$ cat src/rtl/copad_trig_ctrl.sv
// ----------------------------------------------------------------------------
// copad_trig_ctrl
//
// Purpose:
//   Turns the GEM co-pad finder's registered match outputs into self-trigger
//   requests for the TMB trigger logic. A qualifying match (any-match with at
//   least one unmasked active FEB) is prescaled. It then raises trig_req with
//   a latched FEB list and match vector. The request is held until trig_ack
//   or until an ack timeout, and is then followed by a programmable deadtime.
//   The controller also owns the finder's neighbour-match setting. That
//   setting only follows its configuration input while idle, so it never
//   changes under an armed or in-flight trigger.
//
// Optional feature:
//   COPAD_TRIG_LOST_CNT_EN - when defined, n_lost counts qualifying matches
//   seen while busy (FIRE/DEAD). When undefined, n_lost is tied to zero.
//
// Ports:
//   clock, reset            40 MHz fabric clock, asynchronous active-high reset
//   cfg_enable              arm the controller
//   cfg_match_neighbors     requested neighbour-match setting
//   cfg_feb_mask            1 = FEB may trigger
//   cfg_prescale            fire on every (N+1)th qualifying match
//   cfg_deadtime            bx of holdoff after ack or timeout
//   copad_match_neighbors   neighbour-match setting driven to the finder
//   copad_any_match         finder any-match flag
//   copad_match             finder per-cluster match flags
//   copad_active_feb_list   finder active-FEB list
//   trig_req / trig_ack     self-trigger request / downstream acknowledge
//   trig_feb_list           latched masked FEB list for the request
//   trig_match              latched match vector for the request
//   busy                    state is FIRE or DEAD
//   ack_timeout_err         sticky: a request timed out
//   n_fired, n_lost         saturating statistics counters
// ----------------------------------------------------------------------------
module copad_trig_ctrl #(
    parameter int MXFEB             = 24,
    parameter int MXCLUSTER_CHAMBER = 8,
    parameter int PRESCB            = 8,
    parameter int DEADB             = 8,
    parameter int TOB               = 6,
    parameter int CNTB              = 16
) (
    input  logic                         clock,
    input  logic                         reset,
    input  logic                         cfg_enable,
    input  logic                         cfg_match_neighbors,
    input  logic [MXFEB-1:0]             cfg_feb_mask,
    input  logic [PRESCB-1:0]            cfg_prescale,
    input  logic [DEADB-1:0]             cfg_deadtime,
    output logic                         copad_match_neighbors,
    input  logic                         copad_any_match,
    input  logic [MXCLUSTER_CHAMBER-1:0] copad_match,
    input  logic [MXFEB-1:0]             copad_active_feb_list,
    output logic                         trig_req,
    input  logic                         trig_ack,
    output logic [MXFEB-1:0]             trig_feb_list,
    output logic [MXCLUSTER_CHAMBER-1:0] trig_match,
    output logic                         busy,
    output logic                         ack_timeout_err,
    output logic [CNTB-1:0]              n_fired,
    output logic [CNTB-1:0]              n_lost
);

    typedef enum logic [1:0] {
        S_IDLE  = 2'd0,
        S_ARMED = 2'd1,
        S_FIRE  = 2'd2,
        S_DEAD  = 2'd3
    } state_t;

    // The timeout fires during the FIRE cycle in which the counter would step
    // to all-ones. The request is therefore held for 2^TOB-1 cycles without ack.
    localparam logic [TOB-1:0] TO_LAST = {{(TOB-1){1'b1}}, 1'b0};

    state_t                 r_state;
    state_t                 w_state_next;
    logic [PRESCB-1:0]      r_presc_cnt;
    logic [PRESCB-1:0]      w_presc_cnt_next;
    logic [DEADB-1:0]       r_dead_cnt;
    logic [DEADB-1:0]       w_dead_cnt_next;
    logic [TOB-1:0]         r_to_cnt;
    logic [TOB-1:0]         w_to_cnt_next;
    logic [MXFEB-1:0]       r_trig_feb_list;
    logic [MXCLUSTER_CHAMBER-1:0] r_trig_match;
    logic                   r_match_neighbors;
    logic                   r_ack_timeout_err;
    logic [CNTB-1:0]        r_n_fired;

    logic [MXFEB-1:0]       w_masked_feb;
    logic                   w_qual;
    logic                   w_latch;
    logic                   w_fired_inc;
    logic                   w_timeout_set;
    logic                   w_busy;

    assign w_masked_feb = copad_active_feb_list & cfg_feb_mask;
    assign w_qual       = copad_any_match & (|w_masked_feb);
    assign w_busy       = (r_state == S_FIRE) || (r_state == S_DEAD);

    // ------------------------------------------------------------------
    // Next-state / control
    // ------------------------------------------------------------------
    always_comb begin
        w_state_next     = r_state;
        w_presc_cnt_next = r_presc_cnt;
        w_dead_cnt_next  = r_dead_cnt;
        w_to_cnt_next    = r_to_cnt;
        w_latch          = 1'b0;
        w_fired_inc      = 1'b0;
        w_timeout_set    = 1'b0;

        case (r_state)
            S_IDLE: begin
                if (cfg_enable) begin
                    w_state_next     = S_ARMED;
                    w_presc_cnt_next = '0;
                end
            end

            S_ARMED: begin
                if (!cfg_enable) begin
                    w_state_next = S_IDLE;
                end else if (w_qual) begin
                    if (r_presc_cnt == cfg_prescale) begin
                        w_latch          = 1'b1;
                        w_presc_cnt_next = '0;
                        w_to_cnt_next    = '0;
                        w_state_next     = S_FIRE;
                    end else begin
                        w_presc_cnt_next = r_presc_cnt + 1'b1;
                    end
                end
            end

            S_FIRE: begin
                // Abort has priority, so an ack in the same cycle is dropped.
                if (!cfg_enable) begin
                    w_state_next = S_IDLE;
                end else if (trig_ack) begin
                    w_fired_inc     = 1'b1;
                    w_dead_cnt_next = cfg_deadtime;
                    w_state_next    = (cfg_deadtime == '0) ? S_ARMED : S_DEAD;
                end else if (r_to_cnt == TO_LAST) begin
                    w_timeout_set   = 1'b1;
                    w_to_cnt_next   = r_to_cnt + 1'b1;
                    w_dead_cnt_next = cfg_deadtime;
                    w_state_next    = (cfg_deadtime == '0) ? S_ARMED : S_DEAD;
                end else begin
                    w_to_cnt_next = r_to_cnt + 1'b1;
                end
            end

            S_DEAD: begin
                if (!cfg_enable) begin
                    w_state_next = S_IDLE;
                end else if (r_dead_cnt <= 1) begin
                    // Leaves after exactly cfg_deadtime cycles; the <= also
                    // guards against ever sitting in DEAD with a zero count.
                    w_dead_cnt_next = '0;
                    w_state_next    = S_ARMED;
                end else begin
                    w_dead_cnt_next = r_dead_cnt - 1'b1;
                end
            end

            default: begin
                w_state_next = S_IDLE;
            end
        endcase
    end

    // ------------------------------------------------------------------
    // State and datapath registers
    // ------------------------------------------------------------------
    always_ff @(posedge clock or posedge reset) begin
        if (reset) begin
            r_state           <= S_IDLE;
            r_presc_cnt       <= '0;
            r_dead_cnt        <= '0;
            r_to_cnt          <= '0;
            r_trig_feb_list   <= '0;
            r_trig_match      <= '0;
            r_match_neighbors <= 1'b0;
            r_ack_timeout_err <= 1'b0;
            r_n_fired         <= '0;
        end else begin
            r_state     <= w_state_next;
            r_presc_cnt <= w_presc_cnt_next;
            r_dead_cnt  <= w_dead_cnt_next;
            r_to_cnt    <= w_to_cnt_next;

            if (w_latch) begin
                r_trig_feb_list <= w_masked_feb;
                r_trig_match    <= copad_match;
            end

            // Finder configuration only moves while nothing is in flight.
            if (r_state == S_IDLE) begin
                r_match_neighbors <= cfg_match_neighbors;
            end

            if (w_timeout_set) begin
                r_ack_timeout_err <= 1'b1;
            end

            if (w_fired_inc && (r_n_fired != {CNTB{1'b1}})) begin
                r_n_fired <= r_n_fired + 1'b1;
            end
        end
    end

`ifdef COPAD_TRIG_LOST_CNT_EN
    logic [CNTB-1:0] r_n_lost;

    // The ARMED cycle that launches a trigger is not busy, so it is never
    // counted as lost.
    always_ff @(posedge clock or posedge reset) begin
        if (reset) begin
            r_n_lost <= '0;
        end else if (w_qual && w_busy && (r_n_lost != {CNTB{1'b1}})) begin
            r_n_lost <= r_n_lost + 1'b1;
        end
    end

    assign n_lost = r_n_lost;
`else
    assign n_lost = '0;
`endif

    // trig_req is decoded straight from the state register, so it is low
    // as soon as reset is asserted.
    assign trig_req              = (r_state == S_FIRE);
    assign busy                  = w_busy;
    assign trig_feb_list         = r_trig_feb_list;
    assign trig_match            = r_trig_match;
    assign copad_match_neighbors = r_match_neighbors;
    assign ack_timeout_err       = r_ack_timeout_err;
    assign n_fired               = r_n_fired;

endmodule

$ cat config.mk
export PLATFORM = sky130hd
export DESIGN_NAME = copad_trig_ctrl
export DESIGN_NICKNAME = d
export VERILOG_FILES = /design/src/rtl/copad_trig_ctrl.sv
export SDC_FILE = /design/constraint.sdc
export NUM_CORES = 1
export LEC_CHECK = 0
export ABC_AREA = 1
export BUFFER_PORTS_ARGS = -buffer_cell sky130_fd_sc_hd__buf_2
export CAP_MARGIN = 20
export CORE_MARGIN = 2
export CORE_UTILIZATION = 51
export CTS_CLUSTER_DIAMETER = 40
export DETAILED_ROUTE_END_ITERATION = 10
export HOLD_SLACK_MARGIN = 0.03
export PLACE_DENSITY = 0.81
export SYNTH_ARGS = -nofsm -noshare
export SYNTH_HDL_FRONTEND = slang
export SYNTH_SLANG_ARGS = --single-unit
$ cat constraint.sdc
create_clock -name clock -period 2.8 [get_ports clock]
set_clock_uncertainty 0.1 [all_clocks]
set_input_delay 0.42 -clock clock [delete_from_list [all_inputs] [get_ports clock]]
set_output_delay 0.42 -clock clock [all_outputs]
set_load 0.01 [all_outputs]
==> load_flow_metrics.sql <==
INSERT INTO impl_metrics (metric_group, metric, value, unit) VALUES
('sta', 'finalHoldViolations', '0', ''),
('critical_path', 'path_max_fanout', '25', ''),
('sta', 'fin_setup_tns', '0', 'ps'),
('placed_design', 'pre_cts_slack', '564', 'ps'),
('drt', 'dr_total_vias', '3762', ''),
('clock_tree', 'clock_insertion_delay_worst_skew', '330', 'ps'),
('placed_design', 'place.port_buffers', '129', ''),
('synthesis', 'synth_top_flop_cell', 'dfrtp_1', ''),
('drt', 'routed_via_density', '4.91', ''),
('cells_and_area', 'layout-drive-gt1-share', '36.6', '%'),
('synthesis', 'postSynth.asyncResetShare', '100', '%'),
('sta', 'final.period_utilization', '78.6', '%'),
('floorplanning', 'io-pin-count', '146', ''),
('cells_and_area', 'finalInstanceArea', '0.00520', 'sq mm'),
('floorplanning', 'die-height', '96.3', 'um'),
('clock_tree', 'clock_slew_seen_by_the_registers_of_the_worst_setup_and_hold_paths', '80', 'ps'),
('drt', 'detail_route.wirelength', '9440', 'um'),
('sta', 'fin_ws', '601', 'ps'),
('drt', 'routedWlPerCell', '12.3', 'um'),
('clock_tree', 'post_cts_resize_count', '0', ''),
('sta', 'max_transition_viols_final', '0', ''),
('global_route', 'first_pass_grt_wire_length', '15400', 'um'),
('min_path', 'hold_class', 'in2async', ''),
('synthesis', 'post_synth.cell_area_avg', '8.26', 'sq um'),
('floorplanning', 'die-area', '0.00928', 'sq mm'),
('floorplanning', 'initial_core_util', '52.6', '%'),
('floorplanning', 'row_count', '33', ''),
('cells_and_area', 'fin_util', '63.0', '%'),
('clock_tree', 'clk_root_buffer_cell', 'clkbuf_8', ''),
('synthesis', 'number_of_standard_cells_after_synthesis', '526', ''),
('clock_tree', 'hold_fix_buffer_count_after_cts', '0', ''),
('critical_path', 'start_kind', 'register', ''),
('critical_path', 'timing.setup.critical_path_class', 'reg2reg', ''),
('drt', 'drtIter0Drc', '147', ''),
('sta', 'rsz0062_at_grt', 'no', ''),
('sta', 'max_slew_margin', '59.7', '%'),
('critical_path', 'critPathRequiredTime', '2910', 'ps'),
('synthesis', 'synthesis.area', '0.00435', 'sq mm'),
('sta', 'worst_slew_pin_slew', '603', 'ps'),
('cells_and_area', 'layout.nets', '740', ''),
('placed_design', 'final_estimated_routing_congestion_in_global_placement', '0.814', ''),
('clock_tree', 'cts_made_buffers', '9', ''),
('critical_path', 'timing.reg2reg.setup_slack', '600', 'ps'),
('critical_path', 'r2r_end', 'trig_feb_list[20]', ''),
('synthesis', 'yosys_warning_count', '0', ''),
('critical_path', 'worst_r2r_path_depth', '8', ''),
('sta', 'fmax', '0.455', 'GHz'),
('sta', 'timing.hold.ws', '52.7', 'ps'),
('critical_path', 'timing.critical_path.arrival', '2310', 'ps'),
('floorplanning', 'coreArea', '0.00826', 'sq mm'),
('floorplanning', 'die_x', '96.3', 'um'),
('clock_tree', 'cts_post_setup_buffers_inserted', '0', ''),
('clock_tree', 'cts_sinks', '74', ''),
('global_route', 'grt_usage', '21.2', '%'),
('synthesis', 'synth.lib_cells_used.distinct', '36', ''),
('sta', 'setup_viol', '0', ''),
('global_route', 'grt_antenna_before_repair', '0', ''),
('synthesis', 'seq_area_frac_synth', '42.6', '%'),
('power', 'power_leakage', '2.83', 'nW'),
('critical_path', 'r2r_start', 'r_presc_cnt[3]', ''),
('placed_design', 'place_hpwl', '7320', 'um'),
('sta', 'period_minus_slack', '2200', 'ps'),
('drt', 'detail_route_antenna_nets', '0', ''),
('critical_path', 'end_kind', 'register', ''),
('cells_and_area', 'synthToLayoutAreaGrowth', '19.7', '%'),
('clock_tree', 'max-clock-path-buffers', '2', ''),
('placed_design', 'place_area', '0.00501', 'sq mm'),
('drt', 'drt_first_pass_iters', '5', ''),
('drt', 'drt_drc_violations_left', '0', ''),
('global_route', 'grt_remaining_overflow', '0', ''),
('status', 'run_status', 'finished clean', ''),
('clock_tree', 'cts_tree', 'done', ''),
('power', 'vdd_drop_max', '0.000322', 'V'),
('synthesis', 'postSynthRegisterBits', '74', ''),
('cells_and_area', 'antenna_cells', '0', ''),
('global_route', 'pin_count_of_the_biggest_net_entering_global_routing', '49', ''),
('synthesis', 'synth_enable_flop_cells', '0', ''),
('clock_tree', 'htree_levels', '3', ''),
('power', 'powerDensity', '562', 'mW/mm^2'),
('run', 'maxCapViolations', '0', ''),
('global_route', 'first_global_vias', '3552', '');
==> through the flow <==
| step | power [mW] | cells |
|---|---|---|
| after global placement | 2.12 | 750 |
| after floorplan | 1.92 | 541 |
| after detailed placement | 2.16 | 750 |
| final | 2.92 | 766 |
| after CTS | 2.94 | 766 |
| after global routing | 3.14 | 766 |
==> cell families (layout without fill, tap and decap cells) <==
family | count (synthesis) | after routing | share of synthesized area [%]
and+or+nand+nor | 254 | 254 | 27.1
other | 1 | 16 | 0.0863
xor gates and xnor gates | 24 | 24 | 4.84
AOI/OAI and AO/OA | 74 | 74 | 12.3
DFF | 74 | 74 | 42.6
buffers and inverters | 91 | 211 | 10.8
adders and majority gates | 6 | 6 | 1.73
muxes | 2 | 2 | 0.518
==> worst max path at each step <==
stage | startpoint | end | slack [ps] | cells after the start
floorplan | reset | ack_timeout_err | 400 | 1
global placement | cfg_prescale[7] | trig_feb_list[20] | 600 | 11
detailed placement | cfg_prescale[0] | trig_feb_list[23] | 560 | 11
CTS | r_presc_cnt[3] | trig_feb_list[23] | 590 | 8
global route | r_presc_cnt[2] | trig_feb_list[20] | 430 | 10
finish | r_presc_cnt[3] | trig_feb_list[20] | 600 | 8
==> power breakdown <==
group / switching, mW / internal, mW
Clock: 0.381 / 0.397
Combinational: 0.515 / 0.313
Sequential: 0.124 / 1.19
==> cell type report <==
type                    count  area [sq um]
flip-flops and latches     74          1850
clock buffers              13           169
clock inverters             3          21.3
repair buffers            134           721
multi-input cells         376          2080
fillers                   733          3050
inverters                  61           229
well taps                 105           131
==> per-layer routing <==
| metal | routed length (um) | vias up | track usage, % |
|---|---|---|---|
| met5 | 0 | - | 0 |
| met4 | 155 | 0 | 7.04 |
| met3 | 496 | 16 | 4.93 |
| met2 | 4800 | 113 | 38.0 |
| met1 | 3990 | 1733 | 24.9 |
| li1 | - | 1900 | - |
==> Yosys cell counts (2+ instances only) <==
cell type  instances  area, sq um
a21oi_1            2         10.0
a22oi_1            2         15.0
buf_2              4         20.0
buf_4             17          128
buf_6              8         90.1
dfrtp_1           74         1850
ha_1               6         75.1
inv_1             53          199
inv_2              8         30.0
mux2_2             2         22.5
nand2_1          132          495
nand2_2           31          194
nand3_1           21          105
nand3_2            3         30.0
nand4_1           12         75.1
nor2_1            42          158
nor2_2             5         31.3
o21ai_0           18         90.1
o21ai_1            6         30.0
o21ai_2           38          333
o22ai_1            4         25.0
o31ai_1            2         15.0
xnor2_1           10         87.6
xor2_1            14          123
==> layout by cell type, fill, tap and decap left out, types with 3 or more instances in the layout <==
cell / n
buf_12: 3
buf_2: 129
clkbuf_8: 12
conb_1: 16
dfrtp_1: 74
ha_1: 6
inv_1: 52
inv_2: 9
nand2_1: 132
nand2_2: 31
nand3_1: 21
nand3_2: 3
nand4_1: 12
nor2_1: 42
nor2_2: 5
o21ai_0: 18
o21ai_1: 6
o21ai_2: 38
o22ai_1: 4
xnor2_1: 10
xor2_1: 14
==> registers in the layout, indices dropped and copies added, names as in the netlist <==
| signal | count |
|---|---|
| ack_timeout_err | 1 |
| copad_match_neighbors | 1 |
| n_fired | 16 |
| r_dead_cnt | 8 |
| r_presc_cnt | 8 |
| r_state | 2 |
| r_to_cnt | 6 |
| trig_feb_list | 24 |
| trig_match | 8 |
==> critical path, cell delays in order (launching register included) <==
cell	delay, ps
dfrtp_1	470
xor2_1	190
nor2_1	120
nand2_2	100
nor2_8	150
nand4_4	460
buf_12	360
nand2_1	80
o21ai_2	50
No activity file was read; power rests on OpenSTA's default activity.
